### src/rtl/array_24_client.sv
// Initiator for a single-port masked-write SRAM (RW0 port): zero-fills the array after reset,
// then converts a request stream into port cycles and queues read data behind a credit check.
module array_24_client #(
   parameter int ADDR_W     = 12,
   parameter int DATA_W     = 96,
   parameter int MASK_W     = 16,
   parameter int RESP_DEPTH = 3
) (
   input  logic              clock,
   input  logic              reset,
   input  logic              req_valid,
   output logic              req_ready,
   input  logic              req_write,
   input  logic [ADDR_W-1:0] req_addr,
   input  logic [MASK_W-1:0] req_wmask,
   input  logic [DATA_W-1:0] req_wdata,
   output logic              resp_valid,
   input  logic              resp_ready,
   output logic [DATA_W-1:0] resp_rdata,
   output logic              init_done,
   output logic [ADDR_W-1:0] RW0_addr,
   output logic              RW0_en,
   output logic              RW0_wmode,
   output logic [MASK_W-1:0] RW0_wmask,
   output logic [DATA_W-1:0] RW0_wdata,
   input  logic [DATA_W-1:0] RW0_rdata
);

   localparam int PTR_W  = (RESP_DEPTH > 2) ? $clog2(RESP_DEPTH) : 1;
   localparam int OCC_W  = $clog2(RESP_DEPTH + 1);
   localparam int LAST_I = RESP_DEPTH - 1;
   localparam logic [PTR_W-1:0]  LAST_PTR  = LAST_I[PTR_W-1:0];
   localparam logic [OCC_W:0]    DEPTH_C   = RESP_DEPTH[OCC_W:0];
   localparam logic [ADDR_W-1:0] LAST_ADDR = '1;

   typedef enum logic {INIT, RUN} state_t;

   state_t            state;
   logic [ADDR_W-1:0] sweep;
   logic              done_q;
   logic              inflight;
   logic [OCC_W-1:0]  occ;
   logic [PTR_W-1:0]  head;
   logic [PTR_W-1:0]  tail;
   logic [DATA_W-1:0] queue [RESP_DEPTH];
   logic [OCC_W:0]    credit_used;
   logic              credit_ok;
   logic              accept;
   logic              push;
   logic              pop;

   function automatic logic [PTR_W-1:0] next_ptr(input logic [PTR_W-1:0] p);
      return (p == LAST_PTR) ? '0 : p + 1'b1;
   endfunction

   // A read consumes a credit from issue until its data leaves the queue, so the
   // unconditional push one cycle after issue always finds a free entry.
   assign credit_used = {1'b0, occ} + {{OCC_W{1'b0}}, inflight};
   assign credit_ok   = credit_used < DEPTH_C;
   assign req_ready   = !reset && (state == RUN) && (req_write || credit_ok);
   assign accept      = req_valid && req_ready;
   assign push        = inflight;
   assign resp_valid  = !reset && (occ != '0);
   assign pop         = resp_valid && resp_ready;
   assign resp_rdata  = queue[head];
   assign init_done   = !reset && done_q;

   always_comb begin
      RW0_en    = 1'b0;
      RW0_wmode = 1'b0;
      RW0_addr  = req_addr;
      RW0_wmask = req_wmask;
      RW0_wdata = req_wdata;
      if (!reset) begin
         if (state == INIT) begin
            RW0_en    = 1'b1;
            RW0_wmode = 1'b1;
            RW0_addr  = sweep;
            RW0_wmask = '1;
            RW0_wdata = '0;
         end else begin
            RW0_en    = accept;
            RW0_wmode = accept && req_write;
         end
      end
   end

   always_ff @(posedge clock) begin
      if (reset) begin
         state  <= INIT;
         sweep  <= '0;
         done_q <= 1'b0;
      end else begin
         case (state)
            INIT: begin
               sweep <= sweep + 1'b1;
               if (sweep == LAST_ADDR) begin
                  state  <= RUN;
                  done_q <= 1'b1;
               end
            end
            default: state <= RUN;
         endcase
      end
   end

   // issue stage -> capture stage: macro data is valid only the cycle after a read
   always_ff @(posedge clock) begin
      if (reset) begin
         inflight <= 1'b0;
         occ      <= '0;
         head     <= '0;
         tail     <= '0;
      end else begin
         inflight <= accept && !req_write;
         if (push) tail <= next_ptr(tail);
         if (pop)  head <= next_ptr(head);
         case ({push, pop})
            2'b10:   occ <= occ + 1'b1;
            2'b01:   occ <= occ - 1'b1;
            default: occ <= occ;
         endcase
      end
   end

   always_ff @(posedge clock) begin
      if (push) queue[tail] <= RW0_rdata;
   end

endmodule

### config.mk
export PLATFORM = sky130hd
export DESIGN_NAME = array_24_client
export DESIGN_NICKNAME = d
export VERILOG_FILES = /design/src/rtl/array_24_client.sv
export SDC_FILE = /design/constraint.sdc
export NUM_CORES = 1
export LEC_CHECK = 0
export CORE_MARGIN = 1
export CORE_UTILIZATION = 41
export CTS_CLUSTER_SIZE = 10
export DETAILED_ROUTE_END_ITERATION = 8
export PLACE_DENSITY_LB_ADDON = 0.3
export SLEW_MARGIN = 40
export SYNTH_ARGS = -nofsm -noshare
export SYNTH_HDL_FRONTEND = slang
export SYNTH_SLANG_ARGS = --single-unit
### constraint.sdc
create_clock -name clock -period 10.3 [get_ports clock]
set_clock_uncertainty 0.2 [all_clocks]
set_input_delay 2.06 -clock clock [delete_from_list [all_inputs] [get_ports clock]]
set_output_delay 2.06 -clock clock [all_outputs]
set_load 0.05 [all_outputs]
==> results of run 1 <==
[layout make-up]
class	count	area [um2]	area share (%)
multi-input cells	492	3200	17.3
diodes	6	15.0	0.0813
clock inverters	4	31.3	0.169
inverters	6	22.5	0.122
repair buffers	461	4620	25.0
clock buffers	41	962	5.21
well taps	390	488	2.64
flip-flops and latches	311	9120	49.4
[final timing paths]
check | start | cells after the start | to | slack [ns]
worst max-delay path | reset | 5 | RW0_addr[6] | 3.84
worst min-delay path | occ[1] | 2 | occ[1] | 0.33
worst max register to register | tail[0] | 2 | queue[1][0] | 7.76
worst min register to register | occ[1] | 2 | occ[1] | 0.33
[state kept, by name, indices dropped and copies added (netlist names), named ones only]
signal,count
queue,288
sweep,12
head,2
occ,2
tail,2
done_q,1
inflight,1
state,1
[kinds of logic (layout without fill, tap and decap cells)]
logic type | count (synthesis) | count (layout) | synth area share, %
AO/OA/AOI/OAI | 124 | 124 | 5.21
multiplexers | 111 | 111 | 9.00
flip-flops | 311 | 311 | 72.7
buffers and inverters | 54 | 512 | 1.90
XOR/XNOR | 5 | 5 | 0.349
other | 0 | 6 | 0
AND/OR/NAND/NOR | 248 | 248 | 10.5
adder cells (fa/ha/maj) | 4 | 4 | 0.399
[where the power goes]
group          leakage [nW]  total, mW  internal (mW)  switching [mW]
sequential             2.77       1.38           1.38         0.00250
combinational          2.65      0.287          0.133           0.154
clock                 0.482       1.10          0.654           0.442
total                  5.91       2.76           2.17           0.598
[worst reg2reg max path: stages (launching register included)]
cell and delay, ns:
dfxtp_1 0.42, and3b_4 0.70, buf_4 0.79
[routing by layer]
metal / vias to the layer above / track usage, %
met5: - / 0
met4: 0 / 6.21
met3: 47 / 6.19
met2: 303 / 42.4
met1: 4037 / 27.1
li1: 4021 / -
[cells in the mapped netlist, types with 4 or more instances]
cell type / number
edfxtp_1: 288
nand2_1: 102
o21ai_0: 101
nor2b_1: 100
mux2i_1: 97
clkbuf_1: 31
dfxtp_1: 23
or2_2: 16
mux2_2: 14
a21oi_1: 12
buf_2: 10
nor2_1: 10
inv_1: 6
buf_4: 4
ha_1: 4
o31ai_1: 4
or4_1: 4
[metrics by stage]
step                power, mW  util, %
global route             2.85     61.8
detailed placement       1.69     58.3
finish                   2.76     61.8
CTS                      2.79     61.6
global placement         1.69     58.2
floorplan                1.53        -
==> impl_metrics.ini, run 1 <==
[run_status]
status = complete, no violations

[sta]
setup_viol = 0
period_share_pct = 62.8
setup_tns_ns = 0
finalCriticalPeriod_ns = 6.46
slew_headroom_pct = 45.6
fmax_ghz = 0.155
layout_setup_ws_ns = 3.84
worst_pin_slew_ns = 0.816
slew_violations = 0
hold_ws_ns = 0.326
hold_viol = 0
rsz0062_at_grt = no

[worst_setup_path]
worstSetupPathType = primary input to primary output
endpoint_kind = primary output
required_ns = 8.04
crit_slowest_cell = clkdlybuf4s50_1
path_buf_inv = 3
cp_slowest_stage_delay_ns = 0.70
path_cells = buf_2 > nor2_4 > buf_4 > mux2_2 > clkdlybuf4s50_1
critPathTopFamily = buffers and inverters
cp_max_fo = 70
worstSetupStartpointType = primary input
cp.arrival_ns = 4.20

[hold_path]
worstHoldPathType = register to register

[place]
portBuffers = 449
dp_worst_setup_slack_ns = 3.86
dp.cells = 1658
hpwl_um = 26700
gp_congestion = 0.896
dpl-instance-area_mm2 = 0.0174

[floorplanning]
core_area_mm2 = 0.0299
die_h_um = 177
start_util_pct = 42.0
rows = 63
design.die.area_mm2 = 0.0313
fp.dieW_um = 177
top_level_ports = 450

[drt]
drt-met1-wl_um = 14400
wl_met2_um = 19300
drtAntennaViolNets = 0
drt_iter0_drc = 502
route.met3.wl_um = 2650
totalWireLength_um = 37200
wl_per_cell_um = 21.7
viasPerCell = 4.91
highest_layer = met4
firstDrtPassIters = 4
vias = 8408
drc_errors = 0

[logic_synthesis]
syn_inst = 857
ys_types = 39
netlist_top_cells_area = edfxtp_1 (69%), mux2i_1 (7.7%), nor2b_1 (5.0%)
synth_nets = 1086
syn-cell-area_mm2 = 0.0125
ys_ff_latch = 311
avgSynthCellArea_um2 = 14.6
ys.flop_type = edfxtp_1
synth_warnings = 0
ys_seq_area_share_pct = 72.7
synth-edff-count = 288
async_flop_share_pct = 0
yosysTopAreaCellShare_pct = 69.0
yosysTopAreaCell = edfxtp_1

[clock_network]
cts_resized = 0
clkLatencyLatePin_ns = 0.49
cts_hold_buf = 0
cts_max_level = 2
path_clk_slew_ns = 0.05
cts_buffers = 37
cts_tree = yes
root_buffer = clkbuf_16
post_cts_buffers = 0
clkSinkCount = 311
clock_path_buffers = 3

[power]
leakage_nw = 5.91
peakVddDrop_mv = 0.108
p_per_area_mw_per_mm2 = 150

[flow_run]
max_cap_viol_count = 0

[finish]
design_area_mm2 = 0.0185
n_fill_cell = 2323
synthToLayoutAreaGrowth_pct = 47.3
layout-drive-gt1-share_pct = 7.15
layout.cells.non_filler = 1711
layout_common_cells = clkdlybuf4s50_1 (448), edfxtp_1 (288), nand2_1 (102)
final_nets = 1538
final_common_cell = clkdlybuf4s50_1

[global_route]
antenna_found_initial = 5
grt_max_degree = 92
grt_use_total_pct = 23.4
grt_pass1_wl_um = 52700
grt_pass1_vias = 8387
overflow = 0
(Power assumes the default switching activity.)
==> run 2, diff against run 1 <==
Clock period 10.3 ns to 6 ns, I/O delays scaled along.
==> impl_metrics.ini, run 2 (synthesized netlist as in run 1, its figures left out) <==
[sta]
worst_pin_slew_ns = 0.808
fmax_ghz = 0.203
layout_setup_ws_ns = 1.08
setup_tns_ns = 0
rsz0062_at_grt = no
hold_viol = 0
slew_violations = 0
setup_viol = 0
period_share_pct = 82.1
slew_headroom_pct = 46.1
finalCriticalPeriod_ns = 4.92

[clock_network]
root_buffer = clkbuf_16
post_cts_buffers = 0
path_clk_slew_ns = 0.05
clock_path_buffers = 3
cts_hold_buf = 0
cts_buffers = 37
clkLatencyLatePin_ns = 0.49
clkSinkCount = 311
cts_resized = 0
cts_max_level = 2
cts_tree = yes

[global_route]
antenna_found_initial = 11
grt_max_degree = 81
grt_pass1_vias = 8261
grt_use_total_pct = 22.4
grt_pass1_wl_um = 51000
overflow = 0

[finish]
layout_common_cells = clkdlybuf4s50_1 (442), edfxtp_1 (288), nand2_1 (102)
reg_top3 = queue (288), sweep (12)
layout-drive-gt1-share_pct = 8.17
synthToLayoutAreaGrowth_pct = 48.0
final_nets = 1546
final_common_cell = clkdlybuf4s50_1
top_register = queue
design_area_mm2 = 0.0186
largest_reg_flops = 288

[drt]
viasPerCell = 4.92
drtAntennaViolNets = 0
vias = 8447
totalWireLength_um = 35900
firstDrtPassIters = 4
drt_iter0_drc = 463
wl_per_cell_um = 20.9
drc_errors = 0

[floorplanning]
core_area_mm2 = 0.0299
fp.dieW_um = 177
top_level_ports = 450
die_h_um = 177
start_util_pct = 42.0
rows = 63
design.die.area_mm2 = 0.0313

[place]
gp_congestion = 0.928
portBuffers = 449
hpwl_um = 26000
dp_worst_setup_slack_ns = 1.06
dpl-instance-area_mm2 = 0.0175

[hold_path]
hold_depth = 1
holdPathEnd = head[1]
hold_path_startpoint = head[0]
worstHoldPathType = register to register

[power]
leakage_nw = 5.97
peakVddDrop_mv = 0.159
p_per_area_mw_per_mm2 = 255

[worst_setup_path]
endpoint_kind = primary output
reg2reg_from = tail[0]
required_ns = 4.60
worstSetupStartpointType = primary input
cp_max_fo = 23
r2r_cells = 2
cp.arrival_ns = 3.52
worstReg2RegEnd = queue[1][71]
regToRegSetupSlack_ns = 3.42
worstSetupPathType = primary input to primary output

[flow_run]
max_cap_viol_count = 0

[run_status]
status = complete, no violations
-- run 2: worst max path at each step --
stage                        start           end  slack, ns  depth (start not counted)
final                        reset   RW0_addr[2]       1.08                          5
after floorplan           inflight   queue[2][0]       0.81                          2
after global placement       reset  RW0_addr[11]       1.10                          5
after global routing         reset   RW0_addr[2]       0.93                          5
after CTS                    reset   RW0_addr[2]       1.05                          5
after detailed placement     reset   RW0_addr[2]       1.06                          5
-- run 2: cell type report --
| cell class | count | area, um2 |
|---|---|---|
| inverter | 6 | 22.5 |
| sequential | 311 | 9120 |
| fill | 2299 | 11300 |
| multi-input combinational | 492 | 3210 |
| timing repair buffer | 469 | 4710 |
| clock buffer | 42 | 966 |
| antenna | 6 | 15.0 |
| clock inverter | 2 | 23.8 |
| tap | 390 | 488 |
-- run 2: per-layer routing --
metal | vias to the layer above | track usage (%) | share of wire (%)
li1 | 4048 | - | -
met3 | 73 | 6.40 | 7.5
met1 | 4006 | 26.2 | 38
met2 | 314 | 38.5 | 50
met4 | 6 | 9.41 | 4.0
met5 | - | 0 | 0.13
-- run 2: per-stage QoR --
stage | power, mW | hold WS, ns | util [%] | std cells
6_report | 4.74 | 0.298 | 62.1 | 1718
5_1_grt | 4.88 | 0.317 | 62.1 | 1717
4_1_cts | 4.78 | 0.298 | 62.0 | 1711
3_5_place_dp | 2.90 | 0.285 | 58.7 | 1667
3_3_place_gp | 2.90 | 0.277 | 58.4 | 1662
2_1_floorplan | 2.63 | 0.261 | - | 857
-- run 2: critical path, stage by stage --
cell,delay [ns]
clkdlybuf4s50_1,0.47
nor2_4,0.44
buf_4,0.32
mux2_2,0.37
clkdlybuf4s50_1,0.71
-- run 2: report_power, final --
group,switching [mW],total (mW),internal [mW]
clock network,0.753,1.88,1.12
registers,0.00312,2.37,2.37
logic,0.261,0.490,0.229
total,1.02,4.74,3.72
==> run 3, diff against run 2 <==
Clock period 6 ns to 4.8 ns, I/O delays scaled along.
==> impl_metrics.ini, run 3 (synthesized netlist as in run 1, its figures left out) <==
[finish]
layout.cells.non_filler = 1717
synthToLayoutAreaGrowth_pct = 47.3
final_nets = 1545
reg_top3 = queue (288), sweep (12)
layout-drive-gt1-share_pct = 16.9
layout_common_cells = clkdlybuf4s50_1 (327), edfxtp_1 (288), buf_4 (118)
final_common_cell = clkdlybuf4s50_1
regArea_mm2 = 0.00912
n_fill_cell = 2288
top_register = queue
largest_reg_flops = 288
multi_input_area_mm2 = 0.00321

[clock_network]
clock_path_buffers = 3
cts_hold_buf = 0
path_clk_slew_ns = 0.05
cts_resized = 0
clkLatencyLatePin_ns = 0.51
cts_buffers = 37
cts_tree = yes
clkSinkCount = 311
cts_max_level = 2
root_buffer = clkbuf_16
post_cts_buffers = 0

[floorplanning]
die_h_um = 177
start_util_pct = 42.0
rows = 63
fp.dieW_um = 177
core_area_mm2 = 0.0299
top_level_ports = 450
design.die.area_mm2 = 0.0313

[sta]
rsz0062_at_grt = no
period_share_pct = 86.7
hold_viol = 0
setup_viol = 0
fmax_ghz = 0.240
worst_pin_slew_ns = 0.678
hold_ws_ns = 0.313
finalCriticalPeriod_ns = 4.16
setup_tns_ns = 0
slew_headroom_pct = 54.8
slew_violations = 0

[power]
switching_share_pct = 22.0
pwr-share-clk_pct = 39.8
p_switching_mw = 1.31
total_power_mw = 5.96
pwr-share-comb_pct = 10.4
seqPwrFrac_pct = 49.8
peakVddDrop_mv = 0.183
p_int_mw = 4.64
p_per_area_mw_per_mm2 = 323
leakage_nw = 6.21

[worst_setup_path]
crit_slowest_cell = clkdlybuf4s50_1
path_cells = buf_12 > buf_4 > mux2i_1 > o21ai_0 > clkdlybuf4s50_1
critPathTopFamily = buffers and inverters
cp_slowest_stage_delay_ns = 0.88
reg2reg_from = tail[0]
worstSetupPathType = register to primary output
r2r_cells = 2
cp_max_fo = 29
worstSetupStartpointType = register
regToRegSetupSlack_ns = 2.75
required_ns = 3.64
worstReg2RegEnd = queue[1][6]
cp.depth = 5
endpoint_kind = primary output
path_buf_inv = 3
cp.arrival_ns = 3.00

[hold_path]
hold_path_startpoint = occ[1]
worstHoldPathType = register to register
hold_depth = 2
holdPathEnd = occ[1]

[place]
dp.cells = 1667
hpwl_um = 27400
gp_congestion = 0.974
portBuffers = 449

[drt]
drc_errors = 0
viasPerCell = 5.01
vias = 8609
wl_per_cell_um = 21.7
drtAntennaViolNets = 0
firstDrtPassIters = 5
totalWireLength_um = 37300
drt_iter0_drc = 449

[global_route]
grt_pass1_wl_um = 52900
grt_max_degree = 97
grt_use_total_pct = 23.6
antenna_found_initial = 8
overflow = 0
grt_pass1_vias = 8466

[flow_run]
max_cap_viol_count = 0

[run_status]
status = complete, no violations
==> run 3: area by class of cell <==
cell class,count,area share (%)
inverter,6,0.122
clock inverter,4,0.251
clock buffer,41,5.15
antenna,5,0.0678
timing repair buffer,468,25.0
sequential,311,49.4
multi-input combinational,492,17.4
tap,390,2.64
==> run 3: through the flow <==
| step | cell area [um2] | setup slack [ns] | util (%) |
|---|---|---|---|
| after global placement | 17400 | 0.716 | 58.3 |
| after detailed placement | 17400 | 0.692 | 58.4 |
| after floorplan | 12500 | 1.21 | - |
| final | 18500 | 0.639 | 61.8 |
| after CTS | 18400 | 0.610 | 61.7 |
| after global routing | 18500 | 0.484 | 61.8 |
==> run 3: power by group through the flow <==
stage	sequential (mW)	combinational, mW	clock (mW)
2_1_floorplan	3.02	0.272	0
3_3_place_gp	3.02	0.610	0
3_5_place_dp	3.02	0.616	0
4_1_cts	2.96	0.620	2.43
5_1_grt	2.96	0.642	2.53
6_report	2.97	0.618	2.37
==> run 3: how the worst max path moves through the flow <==
stage,slack (ns),end,startpoint
after global placement,0.72,RW0_en,reset
after global routing,0.48,resp_rdata[47],register
after CTS,0.61,resp_rdata[47],register
final,0.64,resp_rdata[47],register
after floorplan,1.21,queue[2][0],tail[1]
after detailed placement,0.69,RW0_en,reset
==> run 3: per-layer routing <==
| metal | GRT usage [%] | share of wire, % | routed length (um) | vias to the layer above |
|---|---|---|---|---|
| li1 | - | - | - | 4050 |
| met1 | 28.5 | 39 | 14500 | 4186 |
| met2 | 41.6 | 52 | 19400 | 332 |
| met3 | 5.80 | 7.3 | 2710 | 41 |
| met4 | 6.65 | 1.9 | 701 | 0 |
| met5 | 0 | 0 | 0 | - |
==> run 3: worst min-delay path, cell delays in order (launching register included) <==
cell and delay (ns):
dfxtp_1 0.33, o21ai_0 0.08, a21oi_1 0.06
